### src/rtl/qspi_bus_arbiter.sv
// Two-port arbiter for a shared QSPI SRAM: grants the pads to the boot loader
// (port 0) or the SoC controller (port 1), and forces idle guard cycles between owners.
module qspi_bus_arbiter #(
    parameter int GUARD_CYCLES = 2,
    parameter int ROUND_ROBIN  = 1
) (
    input  logic       clk,
    input  logic       reset,
    input  logic       i_req0,
    input  logic       i_req1,
    output logic       o_gnt0,
    output logic       o_gnt1,
    input  logic       i_cs0_n,
    input  logic       i_sck0,
    input  logic       i_sio_oe0,
    input  logic       i_cs1_n,
    input  logic       i_sck1,
    input  logic       i_sio_oe1,
    input  logic [3:0] i_sio0_o,
    input  logic [3:0] i_sio1_o,
    output logic [3:0] o_sio_i,
    output logic       o_mem_cs_n,
    output logic       o_mem_sck,
    output logic       o_mem_sio_oe,
    output logic [3:0] o_mem_sio_o,
    input  logic [3:0] i_mem_sio_i,
    output logic       o_owner,
    output logic       o_busy
);

    localparam logic [1:0] S_IDLE  = 2'd0;
    localparam logic [1:0] S_OWN0  = 2'd1;
    localparam logic [1:0] S_OWN1  = 2'd2;
    localparam logic [1:0] S_GUARD = 2'd3;

    // With no guard cycles configured, a released owner drops straight back to IDLE.
    localparam logic [1:0] S_EXIT       = (GUARD_CYCLES == 0) ? S_IDLE : S_GUARD;
    localparam logic [3:0] GUARD_LOAD   = (GUARD_CYCLES > 0) ? 4'(GUARD_CYCLES - 1) : 4'd0;
    localparam bit         RR_EN        = (ROUND_ROBIN != 0);

    logic [1:0] r_state;
    logic [3:0] r_guard;
    logic       r_gnt0;
    logic       r_gnt1;
    logic       r_owner;
    logic       r_busy;

    logic [1:0] w_state_nxt;
    logic [3:0] w_guard_nxt;

    always_comb begin
        w_state_nxt = r_state;
        w_guard_nxt = r_guard;
        case (r_state)
            S_IDLE: begin
                if (i_req0 && i_req1) begin
                    w_state_nxt = (RR_EN && !r_owner) ? S_OWN1 : S_OWN0;
                end else if (i_req0) begin
                    w_state_nxt = S_OWN0;
                end else if (i_req1) begin
                    w_state_nxt = S_OWN1;
                end
            end
            // Release only once the owner has both dropped req and deasserted CS,
            // so an in-flight SPI transaction is never cut short.
            S_OWN0: begin
                if (!i_req0 && i_cs0_n) begin
                    w_state_nxt = S_EXIT;
                    w_guard_nxt = GUARD_LOAD;
                end
            end
            S_OWN1: begin
                if (!i_req1 && i_cs1_n) begin
                    w_state_nxt = S_EXIT;
                    w_guard_nxt = GUARD_LOAD;
                end
            end
            S_GUARD: begin
                if (r_guard == 4'd0) begin
                    w_state_nxt = S_IDLE;
                end else begin
                    w_guard_nxt = r_guard - 4'd1;
                end
            end
            default: w_state_nxt = S_IDLE;
        endcase
    end

    always_ff @(posedge clk) begin
        if (reset) begin
            r_state <= S_IDLE;
            r_guard <= 4'd0;
            r_gnt0  <= 1'b0;
            r_gnt1  <= 1'b0;
            r_owner <= 1'b1;
            r_busy  <= 1'b0;
        end else begin
            r_state <= w_state_nxt;
            r_guard <= w_guard_nxt;
            r_gnt0  <= (w_state_nxt == S_OWN0);
            r_gnt1  <= (w_state_nxt == S_OWN1);
            r_busy  <= (w_state_nxt != S_IDLE);
            if (w_state_nxt == S_OWN0) begin
                r_owner <= 1'b0;
            end else if (w_state_nxt == S_OWN1) begin
                r_owner <= 1'b1;
            end
        end
    end

    always_comb begin
        o_mem_cs_n   = 1'b1;
        o_mem_sck    = 1'b0;
        o_mem_sio_oe = 1'b0;
        o_mem_sio_o  = 4'd0;
        case (r_state)
            S_OWN0: begin
                o_mem_cs_n   = i_cs0_n;
                o_mem_sck    = i_sck0;
                o_mem_sio_oe = i_sio_oe0;
                o_mem_sio_o  = i_sio0_o;
            end
            S_OWN1: begin
                o_mem_cs_n   = i_cs1_n;
                o_mem_sck    = i_sck1;
                o_mem_sio_oe = i_sio_oe1;
                o_mem_sio_o  = i_sio1_o;
            end
            default: ;
        endcase
    end

    assign o_sio_i = i_mem_sio_i;
    assign o_gnt0  = r_gnt0;
    assign o_gnt1  = r_gnt1;
    assign o_owner = r_owner;
    assign o_busy  = r_busy;

endmodule

### config.mk
export PLATFORM = sky130hd
export DESIGN_NAME = qspi_bus_arbiter
export DESIGN_NICKNAME = d
export VERILOG_FILES = /design/src/rtl/qspi_bus_arbiter.sv
export SDC_FILE = /design/constraint.sdc
export NUM_CORES = 1
export LEC_CHECK = 0
export BUFFER_PORTS_ARGS = -buffer_cell sky130_fd_sc_hd__buf_2
export CORE_ASPECT_RATIO = 1.1
export CORE_MARGIN = 3
export CORE_UTILIZATION = 43
export CTS_BUF_LIST = sky130_fd_sc_hd__clkbuf_8
export DETAILED_ROUTE_END_ITERATION = 16
export GPL_TIMING_DRIVEN = 1
export MAX_ROUTING_LAYER = met4
export PLACE_DENSITY_LB_ADDON = 0.25
export SYNTH_ARGS = -nofsm -noshare
export SYNTH_HDL_FRONTEND = slang
export SYNTH_SLANG_ARGS = --single-unit
### constraint.sdc
create_clock -name clk -period 2.06 [get_ports clk]
set_clock_uncertainty 0.2 [all_clocks]
set_input_delay 0.618 -clock clk [delete_from_list [all_inputs] [get_ports clk]]
set_output_delay 0.618 -clock clk [all_outputs]
set_load 0.01 [all_outputs]
==> summary.md, run 1 <==
### Run status
• **outcome** finished, violations left
• **failing checks** negative setup slack

### Floorplan
• **die outline area** 0.00244 sq mm
• **number of ports placed on the die boundary** 37
• **initial standard-cell utilization of the core** 48.5%
• **Std-Cell Rows** 15
• **x dimension of the die** 47.4 um
• **core area** 0.00167 sq mm
• **height of the chip** 51.5 um

### Synth
• **Net Count, Synth** 124
• **Mapped Area** 810 sq um
• **share of the yosys chip area belonging to registers** 24.7%
• **synth cell count leaders** sky130_fd_sc_hd__nor2b_1, sky130_fd_sc_hd__dfxtp_1, sky130_fd_sc_hd__ha_1, sky130_fd_sc_hd__a22oi_1, sky130_fd_sc_hd__inv_1
• **synthesized instance count** 93
• **Synth Register Bits** 10
• **Main synth FF type** sky130_fd_sc_hd__dfxtp_1
• **Distinct cells, synth** 34
• **Warnings, synthesis** 0
• **number of synthesized flops with an enable pin** 0
• **Yosys top cell area share** 24.7%
• **library cell with the largest summed area after synthesis** sky130_fd_sc_hd__dfxtp_1
• **cell types with the largest area share after synthesis** sky130_fd_sc_hd__dfxtp_1, sky130_fd_sc_hd__ha_1, sky130_fd_sc_hd__nor2b_1, sky130_fd_sc_hd__a22oi_1, sky130_fd_sc_hd__buf_4
• **most frequent cell after synthesis** sky130_fd_sc_hd__nor2b_1
• **async set-reset flop share out of synthesis** 0%
• **Mapped Avg Cell Area** 8.70 sq um

### Cells and area
• **Post-Layout Cell Count** 164
• **fraction of layout cells with a size suffix above 1** 70.1%
• **fin util** 85.6%
• **diodes inserted** 0
• **relative area change from synthesis to final layout** 76.7%
• **nets@finish** 180
• **fill count** 82

### Timing
• **Period Utilization, post-route** 109%
• **sum of negative setup slack** -1.02 ns
• **number of endpoints failing setup at the final stage** 10
• **Fmax achieved** 0.444 GHz
• **transition time of the tightest slew-check pin** 0.374 ns
• **Relative slew margins** 75.0%
• **setup repair after global routing missed its margin** true
• **final critical delay including setup and external delays** 2.25 ns
• **worst hold slack across all endpoints** 0.367 ns
• **number of slew-limit violations in the final report** 0
• **final worst setup slack** -0.192 ns
• **Final Hold Violating Endpoints** 0

### Clock network
• **clock slew at reported path FFs** 0.04 ns
• **clock latency on the worst-skew pair** 0.24 ns
• **TritonCTS clock tree** done
• **number of buffers between clock root and the deepest sink** 2
• **number of buffers created by CTS** 3
• **number of hold buffers added after cts** 0
• **CTS HTree Levels** 1
• **clock net sink count** 10
• **Clock Root Buffer** sky130_fd_sc_hd__clkbuf_8

### Placement
• **hpwl dp** 1.58 mm
• **Buffers on Ports** 28
• **worst slack at placement** -0.162 ns
• **Routability Congestion** 0.792
• **cell count after placement** 145

### Min path
• **class of the most critical hold timing path** flip-flop to flip-flop

### Global routing
• **highest-utilization routing layer at the global route stage** met2
• **vias in the first global route** 983
• **global-route usage over all layers** 25.8%
• **initial antenna violation count** 0
• **first-pass GRT wire length** 4.28 mm
• **met2 Use GR** 43.3%
• **M3 GR Usage** 7.61%
• **met1 track demand over resource** 25.2%
• **maximum number of pins on one net before global-route repair** 13
• **final global-route overflow total** 0

### Worst setup path
• **Crit path arrival time** 1.43 ns
• **FF-to-FF End** o_owner$_SDFFE_PP1P_
• **endpoint class of the critical path** output pin
• **slack of the worst reg-to-reg path** -0.04 ns
• **worst setup path endpoint** o_mem_sio_oe
• **Crit path required time** 1.24 ns
• **largest fanout on the critical path** 7
• **Worst Path Class, Setup** flip-flop to output pin
• **Reg-to-Reg Start** r_state[1]$_SDFF_PP0_
• **timing startpoint of the critical path** r_state[1]$_SDFF_PP0_
• **Reg2Reg Depth** 10
• **Worst Setup Start Kind** flip-flop

### Route
• **DRT antenna net count** 0
• **wire length per cell after detailed routing** 21.5 um
• **routed vias** 1026
• **violation count after the first detailed-route iteration** 19
• **post-detailed-route via-to-cell ratio** 6.26
• **Total Wirelength** 3.52 mm
• **DRT Pass-1 Iters** 4
• **count of unresolved DRC violations after routing** 0

### Power
• **Worst IR Drop VDD** 1.39 mV
• **leakage power total** 0.602 nW
• **ratio of total power to cell area** 1740 mW/mm^2

### Flow run
• **count of maximum capacitance violations** 0

-- how the worst min path moves through the flow --
| stage | start | endpoint | slack (ns) | depth (start not counted) |
|---|---|---|---|---|
| finish | o_owner$_SDFFE_PP1P_ | o_owner$_SDFFE_PP1P_ | 0.37 | 2 |
| global route | o_owner$_SDFFE_PP1P_ | o_owner$_SDFFE_PP1P_ | 0.40 | 2 |
| floorplan | r_guard[2]$_SDFFE_PP0P_ | r_guard[2]$_SDFFE_PP0P_ | 0.30 | 2 |
| global placement | o_owner$_SDFFE_PP1P_ | o_owner$_SDFFE_PP1P_ | 0.29 | 2 |
| CTS | o_owner$_SDFFE_PP1P_ | o_owner$_SDFFE_PP1P_ | 0.33 | 2 |
| detailed placement | o_owner$_SDFFE_PP1P_ | o_owner$_SDFFE_PP1P_ | 0.33 | 2 |
-- through the flow --
stage | total power (W) | cell area [sq um]
after CTS | 0.00199 | 1280
after floorplan | 0.00101 | 818
after detailed placement | 0.00145 | 1040
after global routing | 0.00263 | 1430
final | 0.00249 | 1430
after global placement | 0.00141 | 1040
-- cells in the final DEF, fill, tap and decap left out, types with 2 or more instances in the layout --
| cell type | instances |
|---|---|
| sky130_fd_sc_hd__ha_4 | 8 |
| sky130_fd_sc_hd__dfxtp_2 | 3 |
| sky130_fd_sc_hd__a21oi_1 | 2 |
| sky130_fd_sc_hd__clkbuf_8 | 3 |
| sky130_fd_sc_hd__inv_2 | 5 |
| sky130_fd_sc_hd__buf_4 | 25 |
| sky130_fd_sc_hd__a22oi_2 | 7 |
| sky130_fd_sc_hd__buf_2 | 28 |
| sky130_fd_sc_hd__buf_6 | 6 |
| sky130_fd_sc_hd__o21ai_0 | 3 |
| sky130_fd_sc_hd__nor3b_1 | 2 |
| sky130_fd_sc_hd__nor2_2 | 2 |
| sky130_fd_sc_hd__dfxtp_1 | 6 |
| sky130_fd_sc_hd__nor2b_1 | 14 |
-- flip-flops by register name, summed over array words and instances (netlist names) --
register,flops
r_state,2
o_owner,1
o_gnt0,1
o_gnt1,1
o_busy,1
r_guard,4
-- report_power, final --
part | leakage [nW] | switching [W] | internal, W
Clock | 0.0216 | 0.0000790 | 0.000128
Combinational | 0.497 | 0.000966 | 0.000991
Sequential | 0.0838 | 0.0000533 | 0.000269
-- final cells by class --
class	instances	area, sq um	share of cell area, %
Tap cell	17	21.3	1.49
Sequential cell	10	208	14.5
Multi-Input combinational cell	68	736	51.4
Clock buffer	3	41.3	2.89
Timing Repair Buffer	59	395	27.6
Inverter	7	28.8	2.01
-- cell families after synthesis --
family                     share of synthesized area [%]
and+or+nand+nor                                     28.7
DFF                                                 24.7
AOI/OAI and AO/OA                                   23.0
buffers and inverters                               9.58
adders and majority gates                           13.9
-- what timing repair did --
action                     in CTS  in global routing
setup endpoints to repair       8                 10
resized for setup              26                 27
pin swaps                       5                 10
gates cloned                    0                  0
buffers inserted               12                  4
-- worst max-delay path: stages (launching register included) --
cell and delay, ns:
sky130_fd_sc_hd__dfxtp_2 0.38, sky130_fd_sc_hd__buf_6 0.12, sky130_fd_sc_hd__ha_4 0.13, sky130_fd_sc_hd__buf_6 0.14
sky130_fd_sc_hd__a22oi_2 0.08, sky130_fd_sc_hd__nor2b_1 0.17, sky130_fd_sc_hd__buf_2 0.17
-- per-layer routing --
layer | share of wire, % | vias up
met2 | 50 | 66
li1 | - | 440
met3 | 7.3 | 26
met1 | 36 | 494
met4 | 6.7 | 0
met5 | 0 | -
No activity file was read; power rests on OpenSTA's default activity.
==> run 2, diff against run 1 <==
--- a/config.mk
+++ b/config.mk
@@ -7,5 +7,5 @@
 export LEC_CHECK = 0
 export BUFFER_PORTS_ARGS = -buffer_cell sky130_fd_sc_hd__buf_2
-export CORE_ASPECT_RATIO = 1.1
+export CORE_ASPECT_RATIO = 1.25
 export CORE_MARGIN = 3
 export CORE_UTILIZATION = 43
@@ -15,4 +15,5 @@
 export MAX_ROUTING_LAYER = met4
 export PLACE_DENSITY_LB_ADDON = 0.25
+export SLEW_MARGIN = 20
 export SYNTH_ARGS = -nofsm -noshare
 export SYNTH_HDL_FRONTEND = slang
==> constraint.sdc (replaced) <==
create_clock -name clk -period 2.06 [get_ports clk]
set_clock_uncertainty 0.2 [all_clocks]
set_input_delay 0.412 -clock clk [delete_from_list [all_inputs] [get_ports clk]]
set_output_delay 0.412 -clock clk [all_outputs]
set_load 0.01 [all_outputs]
==> run 2 against run 1 <==
Net effect:
- the flow now finishes without violations
- critical path depth did not move
- sequential share of layout area increased by 2.7 points
- wire length fell by 37%
- design area shrank 15%
- global-route usage decreased by 6.9 points
- via count down 19%
- critical endpoint unchanged
- highest routed layer unchanged
==> summary.md, run 2 (synthesis results as in run 1) <==
### Flow run
• **count of maximum capacitance violations** 0, unchanged

### Timing
• **final critical delay including setup and external delays** 2.01 ns, -0.243 ns
• **Period Utilization, post-route** 97.5%, -12 points
• **setup repair after global routing missed its margin** true
• **transition time of the tightest slew-check pin** 0.413 ns, +0.0393 ns
• **final worst setup slack** 0.0505 ns, +0.243 ns
• **Relative slew margins** 72.0%, -3.0 points
• **Fmax achieved** 0.498 GHz, +12%
• **sum of negative setup slack** 0 ns, +1.02 ns
• **number of slew-limit violations in the final report** 0, unchanged
• **Final Hold Violating Endpoints** 0, unchanged
• **number of endpoints failing setup at the final stage** 0, -10

### Clock network
• **number of buffers created by CTS** 3, unchanged
• **clock slew at reported path FFs** 0.05 ns, about the same
• **CTS HTree Levels** 1, unchanged
• **number of buffers between clock root and the deepest sink** 2, unchanged
• **number of hold buffers added after cts** 0, unchanged
• **clock net sink count** 10, unchanged
• **clock latency on the worst-skew pair** 0.23 ns, about the same
• **Clock Root Buffer** sky130_fd_sc_hd__clkbuf_8
• **TritonCTS clock tree** done

### Cells and area
• **commonest non-fill, non-tap cells in the layout** sky130_fd_sc_hd__buf_2, sky130_fd_sc_hd__nor2b_1, sky130_fd_sc_hd__buf_4
• **leading registers by flop count** r_guard x4, r_state x2
• **fill count** 125, +52%
• **register with the most flip-flops** r_guard
• **most common cell after layout, fill and taps aside** sky130_fd_sc_hd__buf_2
• **fin util** 73.3%, -12 points
• **fraction of layout cells with a size suffix above 1** 58.0%, -12 points
• **final non-filler cell area** 0.00122 sq mm, -15%
• **number of flip-flops under the largest register name** 4, unchanged
• **relative area change from synthesis to final layout** 50.5%
• **diodes inserted** 0, unchanged
• **nets@finish** 163, -9.4%

### Worst setup path
• **Worst Path Class, Setup** flip-flop to output pin
• **worst path cell trace** inv_4 > ha_2 > buf_6 > a22oi_2 > nor2b_1 > buf_2
• **slowest cell delay on critical path** 0.39 ns, about the same
• **Crit path arrival time** 1.40 ns, -0.03 ns
• **Critical-path top delay cell** sky130_fd_sc_hd__dfxtp_4
• **Crit path required time** 1.45 ns, +0.21 ns
• **Reg-to-Reg Start** r_guard[1]$_SDFFE_PP0P_
• **largest fanout on the critical path** 10, +3
• **Worst Setup Start Kind** flip-flop
• **endpoint class of the critical path** output pin
• **timing startpoint of the critical path** r_state[0]$_SDFF_PP0_

### Route
• **DRT Pass-1 Iters** 5, +1
• **violation count after the first detailed-route iteration** 12, -7
• **routed vias** 831, -19%
• **post-detailed-route via-to-cell ratio** 5.58, -11%
• **DRT antenna net count** 0, unchanged
• **wire length per cell after detailed routing** 15.0 um, -30%
• **count of unresolved DRC violations after routing** 0, unchanged
• **Total Wirelength** 2.23 mm, -37%

### Power
• **Worst IR Drop VDD** 1.33 mV, -4.2%
• **ratio of total power to cell area** 1650 mW/mm^2, -5.2%
• **total power consumption of the routed design** 0.00201 W, -19%
• **leakage power total** 0.514 nW, -15%

### Placement
• **Routability Congestion** 0.876, +11%
• **Buffers on Ports** 28, unchanged
• **placed inst area** 0.00101 sq mm, -3.2%
• **hpwl dp** 1.51 mm, -4.7%
• **worst slack at placement** 0.0474 ns, +0.209 ns

### Floorplan
• **number of ports placed on the die boundary** 37, unchanged
• **initial standard-cell utilization of the core** 48.7%, +0.26 points
• **core area** 0.00166 sq mm, -0.52%
• **die outline area** 0.00244 sq mm, +0.11%
• **x dimension of the die** 44.8 um, -5.4%
• **Std-Cell Rows** 16, +1
• **height of the chip** 54.5 um, +5.8%

### Run status
• **outcome** finished clean

### Min path
• **class of the most critical hold timing path** input pin to flip-flop
• **Hold Crit Start** reset

### Global routing
• **initial antenna violation count** 0, unchanged
• **global-route usage over all layers** 18.9%, -6.9 points
• **first-pass GRT wire length** 3.35 mm, -22%
• **final global-route overflow total** 0, unchanged
• **vias in the first global route** 807, -18%
• **maximum number of pins on one net before global-route repair** 13, unchanged

## run 2: cell types whose count changed in the layout (fill, tap and decap cells not counted), moves of 2 or more
cell / change
sky130_fd_sc_hd__buf_4: -13
sky130_fd_sc_hd__a22oi_1: +4
sky130_fd_sc_hd__a22oi_2: -4
sky130_fd_sc_hd__buf_6: -4
sky130_fd_sc_hd__ha_4: -3
sky130_fd_sc_hd__ha_1: +2
sky130_fd_sc_hd__nor2_1: +2
sky130_fd_sc_hd__nor2_2: -2
## run 2: path summary, 6_finish.rpt
check | endpoint | slack, ns | depth (start not counted)
min reg2reg | o_owner$_SDFFE_PP1P_ | 0.32 | 2
max | o_mem_sio_oe | 0.05 | 6
min | o_busy$_SDFF_PP0_ | 0.30 | 2
max reg2reg | o_gnt1$_SDFF_PP0_ | 0.08 | 9
## run 2: what timing repair did
action                                  CTS  global route
endpoints found under the setup margin    7             9
resized for setup                         4            27
hold endpoints to repair                  0             0
cloned                                    0             0
pin swaps                                 0             7
buffers inserted                          0             3
## run 2: final cells by class
class                   instances  area, sq um  area share [%]
multi-input cells              68          649            53.3
repair buffers                 42          253            20.7
flip-flops and latches         10          210            17.2
clock buffers                   4         55.1            4.52
inverters                       7         28.8            2.36
well taps                      18         22.5            1.85
## run 2: stage by stage
step / hold WS (ns) / instances
floorplan: 0.297 / 93
global placement: 0.291 / 142
detailed placement: 0.306 / 142
CTS: 0.300 / 146
global route: 0.332 / 149
finish: 0.299 / 149
## run 2: where the power goes
part	leakage [nW]	internal, W	total, W	switching [W]
Combinational	0.401	0.000742	0.00143	0.000689
Clock	0.0288	0.000168	0.000247	0.0000791
Sequential	0.0841	0.000272	0.000330	0.0000573
Total	0.514	0.00118	0.00201	0.000825
## run 2: per-layer routing
metal	track usage [%]	share of wire (%)
met1	20.0	36
met3	3.29	8.8
met2	34.4	53
met4	7.80	2.0
met5	-	0
## run 2: worst max-delay path, delay by kind of cell (launching register included)
family,cells,cell delay [ns]
buffers and inverters,3,0.34
flip-flops,1,0.39
AND/OR/NAND/NOR,1,0.06
AO/OA/AOI/OAI,1,0.18
adder cells (fa/ha/maj),1,0.19
